## src/rtl/if_stage_ibuf.sv

```systemverilog
// Instruction fetch stage: credit-limited SRAM request issue, in-order tag FIFO,
// and an instruction buffer feeding ID, with flush/redirect discard accounting.
module if_stage_ibuf #(
  parameter logic [31:0] RESET_PC   = 32'h1C000000,
  parameter int          IBUF_DEPTH = 4,
  parameter int          MAX_OUTSTD = 2
) (
  input  logic        clk,
  input  logic        reset,
  input  logic        ds_allowin,
  input  logic [32:0] br_bus,
  input  logic        wb_ex,
  input  logic [31:0] csr_eentry,
  input  logic        ertn_flush,
  input  logic [31:0] csr_era,
  output logic        fs_to_ds_valid,
  output logic [64:0] fs_to_ds_bus,
  output logic        inst_sram_req,
  output logic        inst_sram_wr,
  output logic [1:0]  inst_sram_size,
  output logic [3:0]  inst_sram_wstrb,
  output logic [31:0] inst_sram_wdata,
  output logic [31:0] inst_sram_addr,
  input  logic        inst_sram_addr_ok,
  input  logic        inst_sram_data_ok,
  input  logic [31:0] inst_sram_rdata
);

  localparam int AW = $clog2(IBUF_DEPTH);
  localparam int TW = (MAX_OUTSTD > 1) ? $clog2(MAX_OUTSTD) : 1;
  localparam int CW = $clog2(IBUF_DEPTH + MAX_OUTSTD + 1);
  localparam logic [CW-1:0] DEPTH_C = CW'(IBUF_DEPTH);
  localparam logic [CW-1:0] MAXO_C  = CW'(MAX_OUTSTD);
  localparam logic [TW-1:0] TLAST   = TW'(MAX_OUTSTD - 1);

  logic [31:0]   fetch_pc;
  logic          req_hold;
  logic          redir_pend;
  logic [31:0]   redir_tgt;
  logic          halt;
  logic [CW-1:0] outstd;
  logic [CW-1:0] discard_cnt;

  logic [31:0]   tag_mem [MAX_OUTSTD];
  logic [TW-1:0] tag_wr, tag_rd, tag_wr_nxt, tag_rd_nxt;

  logic [64:0]   ibuf_mem [IBUF_DEPTH];
  logic [AW-1:0] ib_wr, ib_rd;
  logic [CW-1:0] ib_cnt;

  logic          redir;
  logic [31:0]   redir_target;
  logic          aligned;
  logic          can_issue;
  logic          accept;
  logic          dok;
  logic          drop;
  logic          data_push;
  logic          adef_push;
  logic          ib_push;
  logic          ib_pop;
  logic [64:0]   ib_wdata;
  logic [CW-1:0] outstd_nxt;

  assign inst_sram_wr    = 1'b0;
  assign inst_sram_size  = 2'd2;
  assign inst_sram_wstrb = 4'h0;
  assign inst_sram_wdata = 32'h0;
  assign inst_sram_addr  = fetch_pc;

  always_comb begin
    redir        = wb_ex | ertn_flush | br_bus[32];
    redir_target = br_bus[31:0];
    if (wb_ex)
      redir_target = csr_eentry;
    else if (ertn_flush)
      redir_target = csr_era;
  end

  assign aligned   = (fetch_pc[1:0] == 2'b00);
  // Credit rule: every accepted request already owns a buffer slot.
  assign can_issue = !req_hold && !halt && aligned && (outstd < MAXO_C)
                     && ((outstd + ib_cnt) < DEPTH_C);
  assign inst_sram_req = !reset && (req_hold || can_issue);
  assign accept        = inst_sram_req && inst_sram_addr_ok;

  assign dok        = !reset && inst_sram_data_ok && (outstd != '0);
  assign drop       = dok && (redir || (discard_cnt != '0));
  assign data_push  = dok && !drop;
  assign adef_push  = !reset && !redir && !aligned && !halt && !req_hold && !redir_pend
                      && (outstd == '0) && (discard_cnt == '0) && (ib_cnt != DEPTH_C);
  assign ib_push    = data_push || adef_push;
  assign ib_pop     = fs_to_ds_valid && ds_allowin;
  assign ib_wdata   = adef_push ? {1'b1, 32'h0, fetch_pc}
                                : {1'b0, inst_sram_rdata, tag_mem[tag_rd]};
  assign outstd_nxt = outstd + CW'(accept) - CW'(dok);

  assign tag_wr_nxt = (tag_wr == TLAST) ? '0 : tag_wr + TW'(1);
  assign tag_rd_nxt = (tag_rd == TLAST) ? '0 : tag_rd + TW'(1);

  assign fs_to_ds_valid = !reset && (ib_cnt != '0);
  assign fs_to_ds_bus   = ibuf_mem[ib_rd];

  always_ff @(posedge clk) begin
    if (reset) begin
      fetch_pc    <= RESET_PC;
      req_hold    <= 1'b0;
      redir_pend  <= 1'b0;
      redir_tgt   <= '0;
      halt        <= 1'b0;
      outstd      <= '0;
      discard_cnt <= '0;
      tag_wr      <= '0;
      tag_rd      <= '0;
      ib_wr       <= '0;
      ib_rd       <= '0;
      ib_cnt      <= '0;
    end else begin
      req_hold <= inst_sram_req && !inst_sram_addr_ok;
      outstd   <= outstd_nxt;
      if (accept) tag_wr <= tag_wr_nxt;
      if (dok)    tag_rd <= tag_rd_nxt;
      if (redir) begin
        halt        <= 1'b0;
        discard_cnt <= outstd_nxt;
        ib_wr       <= '0;
        ib_rd       <= '0;
        ib_cnt      <= '0;
        // A still-pending request must keep its address; apply the target after it goes.
        if (inst_sram_req && !inst_sram_addr_ok) begin
          redir_pend <= 1'b1;
          redir_tgt  <= redir_target;
        end else begin
          redir_pend <= 1'b0;
          fetch_pc   <= redir_target;
        end
      end else begin
        if (accept) begin
          fetch_pc   <= redir_pend ? redir_tgt : fetch_pc + 32'd4;
          redir_pend <= 1'b0;
        end
        discard_cnt <= discard_cnt + CW'(accept && redir_pend)
                       - CW'(dok && (discard_cnt != '0));
        if (adef_push) halt <= 1'b1;
        if (ib_push)   ib_wr <= ib_wr + AW'(1);
        if (ib_pop)    ib_rd <= ib_rd + AW'(1);
        ib_cnt <= ib_cnt + CW'(ib_push) - CW'(ib_pop);
      end
    end
  end

  always_ff @(posedge clk) begin
    if (accept)              tag_mem[tag_wr] <= fetch_pc;
    if (!reset && ib_push)   ibuf_mem[ib_wr] <= ib_wdata;
  end

endmodule
```

## config.mk

```make
export PLATFORM = sky130hd
export DESIGN_NAME = if_stage_ibuf
export DESIGN_NICKNAME = d
export VERILOG_FILES = /design/src/rtl/if_stage_ibuf.sv
export SDC_FILE = /design/constraint.sdc
export NUM_CORES = 1
export LEC_CHECK = 0
export ABC_AREA = 1
export BUFFER_PORTS_ARGS = -buffer_cell sky130_fd_sc_hd__buf_2
export CAP_MARGIN = 20
export CORE_ASPECT_RATIO = 1.1
export CORE_UTILIZATION = 45
export CTS_CLUSTER_DIAMETER = 100
export DETAILED_ROUTE_END_ITERATION = 8
export GPL_TIMING_DRIVEN = 0
export HOLD_SLACK_MARGIN = 0.05
export PLACE_DENSITY = 0.68
export SKIP_LAST_GASP = 1
export SYNTH_ARGS = -nofsm -noshare
export SYNTH_HDL_FRONTEND = slang
export SYNTH_SLANG_ARGS = --single-unit
export TNS_END_PERCENT = 50
```

## constraint.sdc

```tcl
create_clock -name clk -period 6.1 [get_ports clk]
set_input_delay 1.83 -clock clk [delete_from_list [all_inputs] [get_ports clk]]
set_output_delay 1.83 -clock clk [all_outputs]
set_load 0.01 [all_outputs]
```

==> results of run 1 <==
[cells by family after synthesis]
logic type      after synthesis  share of synthesized area, %
fa+ha+maj                    16                         1.211
simple gates                727                         15.80
buf+inv                     321                         7.524
flops                       409                         62.15
compound gates              427                         12.65
xor+xnor                     13                        0.6191
other cells                   2                       0.04083
[worst min-delay path by stage]
stage                   from            end  slack [ns]  cells past startpoint
2_1_floorplan  redir_tgt[27]  redir_tgt[27]        0.44                      2
3_3_place_gp    redir_tgt[2]   redir_tgt[2]        0.45                      2
4_1_cts        redir_tgt[27]  redir_tgt[27]        0.47                      2
3_5_place_dp   redir_tgt[27]  redir_tgt[27]        0.46                      2
6_report       redir_tgt[27]  redir_tgt[27]        0.46                      2
5_1_grt        redir_tgt[15]  redir_tgt[15]        0.48                      2
[worst min-delay path, delay by kind of cell, from the launching register on]
kind               cells  cell delay [ns]
AOI/OAI and AO/OA      1             0.05
and+or+nand+nor        1             0.06
DFF                    1             0.31
[state kept, by name, summed over array words and instances, names as in the netlist, named ones only]
name            cells
inst_sram_addr     32
halt                1
redir_pend          1
outstd              3
ib_cnt              3
tag_wr              1
ibuf_mem          260
tag_rd              1
ib_rd               2
req_hold            1
discard_cnt         3
ib_wr               2
redir_tgt          32
tag_mem            64
[per-layer routing]
metal	wire (um)	share of wire [%]	GRT usage, %	up-vias
li1	-	-	-	7065
met1	19710	39	29.46	6728
met2	24820	50	41.39	553
met3	3691	7.4	3.964	89
met4	1825	3.6	9.633	0
met5	0	0	0	-
[cell type report]
class / count / area, um^2 / area share, %
sequential: 409 / 11430 / 52.44
inverter: 180 / 675.6 / 3.100
buffer: 141 / 708.2 / 3.249
clock inverter: 22 / 136.4 / 0.6256
clock buffer: 53 / 1071 / 4.913
timing repair buffer: 243 / 1374 / 6.302
tap: 513 / 641.9 / 2.945
multi-input combinational: 1222 / 5761 / 26.43
[metrics by stage]
step | util, % | total power, W
final | 54.13 | 0.006900
after global routing | 54.13 | 0.007210
after CTS | 54.13 | 0.006947
after detailed placement | 51.13 | 0.004650
after global placement | 50.50 | 0.004604
after floorplan | - | 0.004192
[cells in the final DEF, fill, tap and decap left out, types with 5 or more instances in the layout]
cell type / instances
nand2_2: 5
inv_1: 171
nand3_1: 56
inv_2: 7
nand2_1: 361
buf_1: 6
clkbuf_1: 91
xor2_1: 8
buf_4: 41
o21ai_1: 28
or2_2: 5
buf_12: 9
xnor2_1: 5
nor2_4: 6
conb_1: 39
clkbuf_16: 41
a21oi_1: 100
clkinv_2: 7
nor2_1: 273
clkinv_1: 12
edfxtp_1: 324
o21ai_0: 191
nand4_1: 7
o211ai_1: 33
dfxtp_1: 85
nand3b_1: 5
o22ai_1: 65
buf_2: 247
ha_1: 13
[power by group]
group / internal [W] / total, W / switching [W]
Sequential: 0.00330 / 0.00344 / 0.000140
Clock: 0.00129 / 0.00230 / 0.00102
Combinational: 0.000379 / 0.00115 / 0.000771
Total: 0.00497 / 0.00690 / 0.00193
==> results.toml, run 1 <==
[yosys]
syn_inst = 1915
async_flop_share_pct = 0
synth.distinct_cells = 40
synth_area_leaders = "edfxtp_1, dfxtp_1, nand2_1"
synth_top_area_share_pct = 52.90
synth_edf_count = 324
synth_commonest_cells = "nand2_1, edfxtp_1, nor2_1"
yosys.area.top_type = "edfxtp_1"
avgSynthCellArea_um2 = 9.604
yosys_warnings = 0
yosysSeqAreaShare_pct = 62.15
ys_ff_latch = 409
synth_area_um2 = 18390
ys.flop_type = "edfxtp_1"
yosysMostFrequentCell = "nand2_1"

[sta]
hold_viol = 0
fin_hold_ws_ns = 0.4641
finClkSkew_ns = 0.01005
rsz0062_at_grt = "no"
setup_viol = 0
finalWorstSetupSlack_ns = 1.186
relSlewSlack_pct = 49.54
drv_slew = 0
finalSetupTns_ns = 0
period_needed_ns = 4.914
clock.fmax_ghz = 0.2035
tightest_slew_ns = 0.7551
post-route-period-util_pct = 80.56

[detailed_routing]
post_drt_wl_per_cell_um = 17.98
via_per_inst = 5.187
drtIter0Drc = 1072
drc_errors = 0
routed-via-count = 14440
first_pass_iters = 5
drt_wl_total_um = 50050
ant_nets = 0

[clock_network]
cts.sinks = 409
clk_pin_slew_ns = 0.06
cts_resized = 0
clk_path_buf_depth = 3
hold_buffers = 0
post_cts_buffers = 0
cts_tree = "built"
cts-root-buf = "clkbuf_16"
cts_buffers = 41
htree_levels = 2
clock_latency_ns = 0.54

[setup_path]
cp_slowest_stage_delay_ns = 0.51
cp_cell_sequence = "clkbuf_1 > inv_1 > clkbuf_1 > buf_1 > nor2_1 > o22ai_1 > buf_2"
crit_end = "fs_to_ds_bus[20]"
path_buf_inv = 5
crit_top_cell = "clkbuf_1"
ff2ff_path_depth = 14
cp_data_arrival_time_ns = 3.08
cp-end-kind = "output port"
crit_required_ns = 4.27
crit_slowest_cell = "buf_1"
crit_fanout = 10
r2r_start = "redir_pend"
path_delay_family = "buffers and inverters"
start_kind = "register"
cp.depth = 7
crit_type = "register to output port"
rrSetupSlack_ns = 3.04
timing.rr.end = "ib_cnt[2]"

[placement]
hpwl_um = 36560
globalplace.congestion = 0.9112
io_buffers = 233
dp_cells = 2708
placed_area_um2 = 20590
dpl_worst_slack_ns = 1.137

[die]
num_rows = 77
die_height_um = 214.0
core_um2 = 40270
die_area_um2 = 41680
ios = 274
die_w_um = 194.8
initial_core_util_pct = 45.67

[finish]
final-instance-count-excl-fill = 2783
area_growth_pct = 18.53
num-nets-final = 2390
fin_area_um2 = 21800
fillers = 3590
drive_gt1_share_pct = 16.65
diodes = 0

[worst_hold_path]
hold_path_class = "register to register"

[global_routing]
track_usage_pct = 23.81
antenna_found_initial = 0
grt_start_max_net_pins = 33
grt_pass1_wl_um = 77140
grt_overflow = 0
grt_pass1_vias = 14010

[flow_run]
maxCapViolations = 0

[power]
leakage_nw = 8.896
cellPowerDensity_nw_per_um2 = 316.5
ir_drop_mv = 0.1822

[status]
outcome = "completed"
(Power assumes the default switching activity.)
==> run 2: changes to the inputs <==
PLACE_DENSITY = 0.65   (was 0.68)
clock period = 4.6 ns   (was 6.1 ns; I/O delays follow)
==> results.toml, run 2 (same netlist as run 1, synthesis figures left out) <==
[placement]
globalplace.congestion = 0.8878
hpwl_um = 36260
io_buffers = 233
dp_cells = 2708

[setup_path]
start_kind = "register"
rrSetupSlack_ns = 1.58
cp_data_arrival_time_ns = 3.09
timing.rr.end = "ib_cnt[2]"
cp-end-kind = "output port"
crit_required_ns = 3.22
crit_fanout = 10
ff2ff_path_depth = 14
r2r_start = "redir_pend"
crit_type = "register to output port"

[clock_network]
clk_path_buf_depth = 3
hold_buffers = 0
htree_levels = 2
cts-root-buf = "clkbuf_16"
clk_pin_slew_ns = 0.06
cts.sinks = 409
cts_buffers = 41
cts_tree = "built"
cts_resized = 0
post_cts_buffers = 0
clock_latency_ns = 0.54

[sta]
rsz0062_at_grt = "no"
relSlewSlack_pct = 35.71
clock.fmax_ghz = 0.2239
tightest_slew_ns = 0.9620
post-route-period-util_pct = 97.08
finalSetupTns_ns = 0
setup_viol = 0
period_needed_ns = 4.466
finClkSkew_ns = 0.01401
hold_viol = 0
drv_slew = 0

[die]
die_area_um2 = 41680
ios = 274
die_w_um = 194.8
die_height_um = 214.0
initial_core_util_pct = 45.67
num_rows = 77
core_um2 = 40270

[finish]
regMostFlops = "ibuf_mem"
final-instance-count-excl-fill = 2780
final_util_pct = 54.50
largest_reg_flops = 260
drive_gt1_share_pct = 17.07
diodes = 0
top_regs = "ibuf_mem: 260 flops, tag_mem: 64 flops"
num-nets-final = 2390
area_growth_pct = 19.33
layout.cells.most_common = "nand2_1"
mostFrequentLayoutCells = "nand2_1, edfxtp_1, nor2_1"

[global_routing]
antenna_found_initial = 0
track_usage_pct = 23.38
grt_overflow = 0
grt_pass1_wl_um = 75600
grt_pass1_vias = 13730
grt_start_max_net_pins = 33

[power]
ir_drop_mv = 0.2696
cellPowerDensity_nw_per_um2 = 429.7
leakage_nw = 8.971

[status]
outcome = "completed"

[detailed_routing]
via_per_inst = 5.156
post_drt_wl_per_cell_um = 17.86
routed-via-count = 14340
drtIter0Drc = 1057
ant_nets = 0
drc_errors = 0
drt_wl_total_um = 49650
first_pass_iters = 5

[worst_hold_path]
hold_path_class = "register to register"
worstHoldEndpoint = "redir_tgt[7]"
holdPathStages = 2
min-delay-start = "redir_tgt[7]"

[flow_run]
maxCapViolations = 0
-- run 2: worst max path at each step --
stage | end | depth (start not counted) | from
4_1_cts | fs_to_ds_bus[9] | 7 | register
3_5_place_dp | ibuf_mem[1][38] | 11 | ertn_flush
2_1_floorplan | ibuf_mem[0][0] | 7 | wb_ex
5_1_grt | fs_to_ds_bus[9] | 7 | register
3_3_place_gp | ibuf_mem[0][36] | 8 | ertn_flush
6_report | fs_to_ds_bus[9] | 7 | register
-- run 2: metrics by stage --
step                      instance area, um^2  setup slack (ns)  power [W]  hold slack, ns
after floorplan                         18530           -0.9094   0.005560          0.4400
after global placement                  20340            -3.751   0.006108          0.4545
after detailed placement                20610           0.05894   0.006162          0.4583
after CTS                               21950            0.1139   0.009479          0.4677
after global routing                    21950          0.003600   0.009829          0.4936
final                                   21950            0.1343   0.009429          0.4696
-- run 2: cell type report --
cell class / count / area (um^2)
Timing Repair Buffer: 243 / 1389
Clock buffer: 45 / 1084
Clock inverter: 27 / 256.5
Tap cell: 513 / 641.9
Sequential cell: 409 / 11430
Multi-Input combinational cell: 1222 / 5761
Fill cell: 3576 / 18330
Inverter: 180 / 675.6
Buffer: 141 / 708.2
-- run 2: power by group --
group	internal (W)	switching, W
clock network	0.00197	0.00136
logic	0.000498	0.00103
registers	0.00438	0.000188
total	0.00685	0.00258
-- run 2: metal layers --
metal	track usage, %	vias to the layer above	wire length [um]
li1	-	7056	-
met1	29.12	6589	20120
met2	40.11	568	24200
met3	3.460	122	3163
met4	10.84	0	2170
met5	0	-	0
-- run 2: critical path, stage by stage (launching register included) --
cell	delay, ns
dfxtp_1	0.38
clkbuf_1	0.31
inv_1	0.21
clkbuf_1	0.49
buf_1	0.50
nor2_1	0.10
o22ai_1	0.34
buf_2	0.20
